--- src/rtl/ram_bist_ctrl.sv ---
// Write-then-read self-test controller for a single-port synchronous RAM.
// Define RAM_BIST_INV_PASS_EN to add a second pass using the inverted pattern.
module ram_bist_ctrl #(
  parameter int unsigned       DATA_W = 8,
  parameter int unsigned       ADDR_W = 5,
  parameter int unsigned       DEPTH  = 32,
  parameter int unsigned       RD_LAT = 1,
  parameter logic [DATA_W-1:0] SEED   = '0,
  parameter int unsigned       ERR_W  = 8
) (
  input  logic              sys_clk,
  input  logic              sys_rst_n,
  input  logic              start,
  output logic              busy,
  output logic              done,
  output logic              pass,
  output logic [ERR_W-1:0]  err_cnt,
  output logic [ADDR_W-1:0] fail_addr,
  output logic              ram_we,
  output logic [ADDR_W-1:0] ram_addr,
  output logic [DATA_W-1:0] ram_wdata,
  input  logic [DATA_W-1:0] ram_rdata
);

  localparam logic [ADDR_W-1:0] LAST_ADDR  = ADDR_W'(DEPTH - 1);
  localparam logic [1:0]        DRAIN_LAST = 2'(RD_LAT - 1);

  typedef enum logic [2:0] {
    S_IDLE,
    S_WRITE,
    S_READ,
    S_DRAIN,
    S_DONE
  } state_t;

  typedef struct packed {
    logic              vld;
    logic [ADDR_W-1:0] adr;
    logic [DATA_W-1:0] exp;
  } rd_tag_t;

  function automatic logic [DATA_W-1:0] pattern(input logic [ADDR_W-1:0] a,
                                                input logic              inv);
    logic [DATA_W-1:0] p;
    p = DATA_W'(a) + SEED;
    return inv ? ~p : p;
  endfunction

  state_t              state_q, state_d;
  logic                busy_q, busy_d;
  logic                done_q, done_d;
  logic                pass_q, pass_d;
  logic [ERR_W-1:0]    err_cnt_q, err_cnt_d;
  logic [ADDR_W-1:0]   fail_addr_q, fail_addr_d;
  logic                first_q, first_d;
  logic                inv_q, inv_d;
  logic [1:0]          drain_q, drain_d;
  logic                ram_we_q, ram_we_d;
  logic [ADDR_W-1:0]   ram_addr_q, ram_addr_d;
  logic [DATA_W-1:0]   ram_wdata_q, ram_wdata_d;

  rd_tag_t             pipe_q [RD_LAT];
  rd_tag_t             head;
  rd_tag_t             tail;
  logic                mismatch;

  // Tag for the read issued this cycle; it reaches the tail when its data returns.
  assign head     = '{vld: (state_q == S_READ), adr: ram_addr_q,
                      exp: pattern(ram_addr_q, inv_q)};
  assign tail     = pipe_q[RD_LAT-1];
  assign mismatch = tail.vld && (ram_rdata != tail.exp);

  always_comb begin
    // NOTE: every variable gets a default before the case, so no latch can be inferred.
    state_d     = state_q;
    ram_addr_d  = '0;
    drain_d     = drain_q;
    inv_d       = inv_q;
    err_cnt_d   = err_cnt_q;
    fail_addr_d = fail_addr_q;
    first_d     = first_q;
    pass_d      = pass_q;

    case (state_q)
      S_IDLE: begin
        if (start) begin
          state_d = S_WRITE;
          inv_d   = 1'b0;
        end
      end
      S_WRITE: begin
        if (ram_addr_q == LAST_ADDR) state_d = S_READ;
        else                         ram_addr_d = ram_addr_q + ADDR_W'(1);
      end
      S_READ: begin
        if (ram_addr_q == LAST_ADDR) begin
          state_d = S_DRAIN;
          drain_d = 2'd0;
        end else begin
          ram_addr_d = ram_addr_q + ADDR_W'(1);
        end
      end
      S_DRAIN: begin
        if (drain_q == DRAIN_LAST) begin
`ifdef RAM_BIST_INV_PASS_EN
          if (!inv_q) begin
            state_d = S_WRITE;
            inv_d   = 1'b1;
          end else begin
            state_d = S_DONE;
          end
`else
          state_d = S_DONE;
`endif
        end else begin
          drain_d = drain_q + 2'd1;
        end
      end
      S_DONE:  state_d = S_IDLE;
      default: state_d = S_IDLE;
    endcase

    if (state_q == S_IDLE && start) begin
      err_cnt_d   = '0;
      fail_addr_d = '0;
      first_d     = 1'b0;
      pass_d      = 1'b0;
    end else if (mismatch) begin
      if (err_cnt_q != '1) err_cnt_d = err_cnt_q + ERR_W'(1);
      if (!first_q) begin
        first_d     = 1'b1;
        fail_addr_d = tail.adr;
      end
    end

    // The final compare lands on the same edge that enters DONE.
    if (state_d == S_DONE) pass_d = (err_cnt_d == '0);

    busy_d      = (state_d == S_WRITE) || (state_d == S_READ) || (state_d == S_DRAIN);
    done_d      = (state_d == S_DONE);
    ram_we_d    = (state_d == S_WRITE);
    ram_wdata_d = (state_d == S_WRITE) ? pattern(ram_addr_d, inv_d) : '0;
  end

  // NOTE: state is updated with non-blocking assignments only, so every flop sees pre-edge values.
  always_ff @(posedge sys_clk or negedge sys_rst_n) begin
    if (!sys_rst_n) begin
      state_q     <= S_IDLE;
      busy_q      <= 1'b0;
      done_q      <= 1'b0;
      pass_q      <= 1'b0;
      err_cnt_q   <= '0;
      fail_addr_q <= '0;
      first_q     <= 1'b0;
      inv_q       <= 1'b0;
      drain_q     <= 2'd0;
      ram_we_q    <= 1'b0;
      ram_addr_q  <= '0;
      ram_wdata_q <= '0;
    end else begin
      state_q     <= state_d;
      busy_q      <= busy_d;
      done_q      <= done_d;
      pass_q      <= pass_d;
      err_cnt_q   <= err_cnt_d;
      fail_addr_q <= fail_addr_d;
      first_q     <= first_d;
      inv_q       <= inv_d;
      drain_q     <= drain_d;
      ram_we_q    <= ram_we_d;
      ram_addr_q  <= ram_addr_d;
      ram_wdata_q <= ram_wdata_d;
    end
  end

  // NOTE: the delay line is reset because its valid bits gate the compare after a mid-test reset.
  always_ff @(posedge sys_clk or negedge sys_rst_n) begin
    if (!sys_rst_n) begin
      pipe_q <= '{default: '0};
    end else begin
      pipe_q[0] <= head;
      for (int i = 1; i < int'(RD_LAT); i++) pipe_q[i] <= pipe_q[i-1];
    end
  end

  assign busy      = busy_q;
  assign done      = done_q;
  assign pass      = pass_q;
  assign err_cnt   = err_cnt_q;
  assign fail_addr = fail_addr_q;
  assign ram_we    = ram_we_q;
  assign ram_addr  = ram_addr_q;
  assign ram_wdata = ram_wdata_q;

endmodule

--- config.mk ---
export PLATFORM = sky130hd
export DESIGN_NAME = ram_bist_ctrl
export DESIGN_NICKNAME = d
export VERILOG_FILES = /design/src/rtl/ram_bist_ctrl.sv
export SDC_FILE = /design/constraint.sdc
export NUM_CORES = 1
export LEC_CHECK = 0
export BUFFER_PORTS_ARGS = -buffer_cell sky130_fd_sc_hd__buf_4
export CORE_AREA = 2 2 59 83
export DETAILED_ROUTE_END_ITERATION = 7
export DIE_AREA = 0 0 61 85
export GPL_TIMING_DRIVEN = 0
export MAX_ROUTING_LAYER = met4
export PLACE_DENSITY_LB_ADDON = 0.25
export SETUP_SLACK_MARGIN = 0.02
export SLEW_MARGIN = 20
export SYNTH_ARGS = -nofsm -noshare
export SYNTH_HDL_FRONTEND = slang
export SYNTH_SLANG_ARGS = --single-unit
--- constraint.sdc ---
create_clock -name sys_clk -period 6.2 [get_ports sys_clk]
set_input_delay 1.24 -clock sys_clk [delete_from_list [all_inputs] [get_ports sys_clk]]
set_output_delay 1.24 -clock sys_clk [all_outputs]
set_load 0.01 [all_outputs]
==> flow_metrics.py <==
metrics = {
    "synth": {
        "yosys_most_used_dff": "sky130_fd_sc_hd__dfrtp_1",
        "postSynthAreaPerCell_um2": 10.9,
        "synth_top_cells_by_area": "sky130_fd_sc_hd__dfrtp_1 (56%), sky130_fd_sc_hd__xor2_1 (6.2%), sky130_fd_sc_hd__nor2_1 (4.6%)",
        "synth_top_area_share_pct": 55.5,
        "ys_top_cells_by_count": "sky130_fd_sc_hd__dfrtp_1 (47), sky130_fd_sc_hd__nor2_1 (26), sky130_fd_sc_hd__xor2_1 (15), sky130_fd_sc_hd__nand2_1 (12), sky130_fd_sc_hd__mux2i_1 (8)",
        "synth_edf_count": 0,
        "synthDominantAreaCellType": "sky130_fd_sc_hd__dfrtp_1",
        "sequential_to_total_area_share_from_yosys_stat_pct": 55.5,
        "synth-warning-count": 0,
        "synth_cell_type_count": 41,
        "most_common_cell_in_the_netlist": "sky130_fd_sc_hd__dfrtp_1",
        "netlist_area_um2": 2120,
        "postSynthNetCount": 209,
        "flop_and_latch_count_out_of_synthesis": 47,
        "syn-instance-count": 194,
        "fraction_of_synthesis_flops_using_an_asynchronous_set_or_reset_pin_pct": 100,
    },
    "worst_setup_path": {
        "cpLargestDelayFamily": "simple AND/OR/NAND/NOR gates",
        "slowest_delay_ps": 520,
        "critical_path.max_fanout": 7,
        "critical_path.slowest_cell": "sky130_fd_sc_hd__or4_4",
        "cp.arrival_ps": 3100,
        "end_kind": "register",
        "critical_path.startpoint_type": "input pin",
        "cp.required_ps": 6420,
        "worst-setup-path-type": "in2reg",
        "timing.critical_path.cells": "buf_4 -> or4_4 -> nand2_2 -> nand3_4 -> and3_1 -> clkbuf_1 -> mux2i_1 -> a311o_1 -> o21ai_1",
        "critical_path_buf_inv_count": 2,
    },
    "min_path": {
        "hold_path_class": "reg2reg",
    },
    "clocking": {
        "cts_resized": 0,
        "cts_made_buffers": 5,
        "cts_tree": "done",
        "cts.hold.buffers_added": 0,
        "clock_sink_count": 47,
        "cts_setup_buffers": 0,
        "clk_pin_slew_worst_paths_ps": 80,
        "cts-root-to-sink-buffers": 2,
        "worst_skew_pair.late_latency_ps": 290,
        "clockRootBuffer": "sky130_fd_sc_hd__clkbuf_8",
        "cts.htree.levels": 2,
    },
    "grt": {
        "antenna_found_initial": 0,
        "grt_util_met3_pct": 3.81,
        "grt_util_all_layers_pct": 17.3,
        "grt_use_met1_pct": 19.4,
        "globalRouteMet2Util_pct": 29.4,
        "most_crowded_layer_gr": "met2",
        "grt_overflow": 0,
        "first_global_vias": 1471,
        "maximum_number_of_pins_on_one_net_before_global_route_repair": 48,
        "grt_pass1_wl_mm": 6.51,
    },
    "timing": {
        "fin_tns_setup_ps": 0,
        "timing.final.crit_share_pct": 46.5,
        "worst_pin_slew_ps": 732,
        "fmax_mhz": 347,
        "timing.final.max_slew_violations": 0,
        "fin_skew_ps": 3.24,
        "timing.final.setup_violations": 0,
        "rsz0062_at_grt": "false",
        "worst_slew_margin_rel_pct": 50.7,
        "final-hold-violation-count": 0,
        "finalCriticalPeriod_ps": 2880,
        "hold-worst-slack_ps": 389,
    },
    "placement": {
        "place.gp.congestion": 0.803,
        "io_buffers": 40,
        "place_hpwl_mm": 2.89,
    },
    "power_and_ir_drop": {
        "report.power.total_mw": 0.606,
        "total_leakage_power_nw": 1.30,
        "pwr_density_cell_nw_per_um2": 234,
        "peakVddDrop_uv": 118,
    },
    "die": {
        "die_y_um": 85,
        "horizontal_die_dimension_um": 61,
        "floorplan.initialDensity_pct": 47.5,
        "design.core.area_um2": 4460,
        "ios": 41,
        "dieArea_um2": 5190,
        "rows": 29,
    },
    "job": {
        "max-cap-violations": 0,
    },
    "drt": {
        "post_drt_wl_per_cell_um": 12.7,
        "route.final.wire_length_mm": 3.87,
        "drt-pass1-iter-count": 4,
        "post_drt_via_cell_ratio": 4.89,
        "dr_total_vias": 1488,
        "drtAntennaViolNets": 0,
        "dr.first_iter.drc_count": 73,
        "remaining_drc_errors": 0,
    },
    "finish": {
        "layout.nets": 256,
        "areaGrowthSynthToFinish_pct": 22.5,
        "layout-drive-gt1-share_pct": 27.3,
        "nFillCells": 404,
        "antennaDiodeCount": 0,
        "final_core_util_pct": 58.1,
    },
    "run_status": {
        "run_status": "finished clean",
    },
}
[cell families after synthesis]
group                    synth area share, %
multiplexers                            4.31
adder cells (fa/ha/maj)                 2.36
XOR/XNOR                                8.27
flip-flops                              55.5
AO/OA/AOI/OAI                           5.08
buffers and inverters                   4.67
AND/OR/NAND/NOR                         19.8
[sequential cells by signal (all words and copies together), names as in the netlist]
signal	cells
first_q	1
done	1
inv_q	1
pipe_q	12
state_q	3
fail_addr	5
pass	1
ram_we	1
ram_addr	5
err_cnt	8
drain_q	2
ram_wdata	6
busy	1
[through the flow]
stage	setup slack [ps]	cells	area (um2)
after detailed placement	3010	296	2500
after CTS	3320	304	2590
final	3320	304	2590
after floorplan	3310	194	2120
after global routing	3240	304	2590
after global placement	3010	296	2500
[path summary, 6_finish.rpt]
check	startpoint	slack (ps)	depth (start not counted)	endpoint
setup / recovery	ram_rdata[5]	3320	9	pass$_DFFE_PN0P_
hold / removal	inv_q$_DFF_PN0_	390	0	pipe_q[6]$_DFF_PN0_
setup reg to reg	ram_addr[0]$_DFF_PN0_	3800	7	busy$_DFF_PN0_
hold reg to reg	inv_q$_DFF_PN0_	390	0	pipe_q[6]$_DFF_PN0_
max in group asynchronous	sys_rst_n	4870	1	ram_wdata[0]$_DFF_PN0_
min in group asynchronous	sys_rst_n	940	1	ram_wdata[4]$_DFF_PN0_
[power breakdown]
part           internal (mW)  total [mW]  switching [mW]  leakage (nW)
sequential             0.322       0.342          0.0200         0.608
combinational         0.0394      0.0773          0.0379         0.642
clock                 0.0909       0.187          0.0965        0.0474
[cell usage in the layout (no fill, tap or decap), drive strengths merged, types with 3 or more instances in the layout]
| cell | n |
|---|---|
| xor2 | 15 |
| mux2i | 8 |
| nand3 | 6 |
| ha | 4 |
| inv | 7 |
| dfrtp | 47 |
| nand4 | 3 |
| o21ai | 6 |
| xnor2 | 5 |
| buf | 48 |
| a22o | 3 |
| clkbuf | 10 |
| nor3 | 3 |
| nor2 | 27 |
| or4 | 3 |
| and3 | 6 |
| and2 | 6 |
| a21oi | 4 |
| nand2 | 13 |
| nor2b | 3 |
[worst reg2reg max path: cells and delay by family (launching register included)]
kind / cells / cell delay [ps]
flops: 1 / 470
simple gates: 3 / 560
fa+ha+maj: 2 / 440
compound gates: 2 / 830
[per-layer routing]
| metal | wire length (um) | part of all wire (%) | vias to the layer above |
|---|---|---|---|
| met5 | 0 | 0 | - |
| met1 | 1670 | 43 | 712 |
| met3 | 154 | 4.0 | 4 |
| met4 | 55 | 1.4 | 0 |
| met2 | 1990 | 51 | 33 |
| li1 | - | - | 739 |
[cell type report]
type,instances,area (um2),share of cell area (%)
tap,62,77.6,2.99
clock inverter,2,16.3,0.627
inverter,7,26.3,1.01
buffer,12,72.6,2.80
timing repair buffer,40,300,11.6
multi-input combinational,128,843,32.5
clock buffer,6,82.6,3.18
sequential,47,1180,45.3
(Power assumes the default switching activity.)
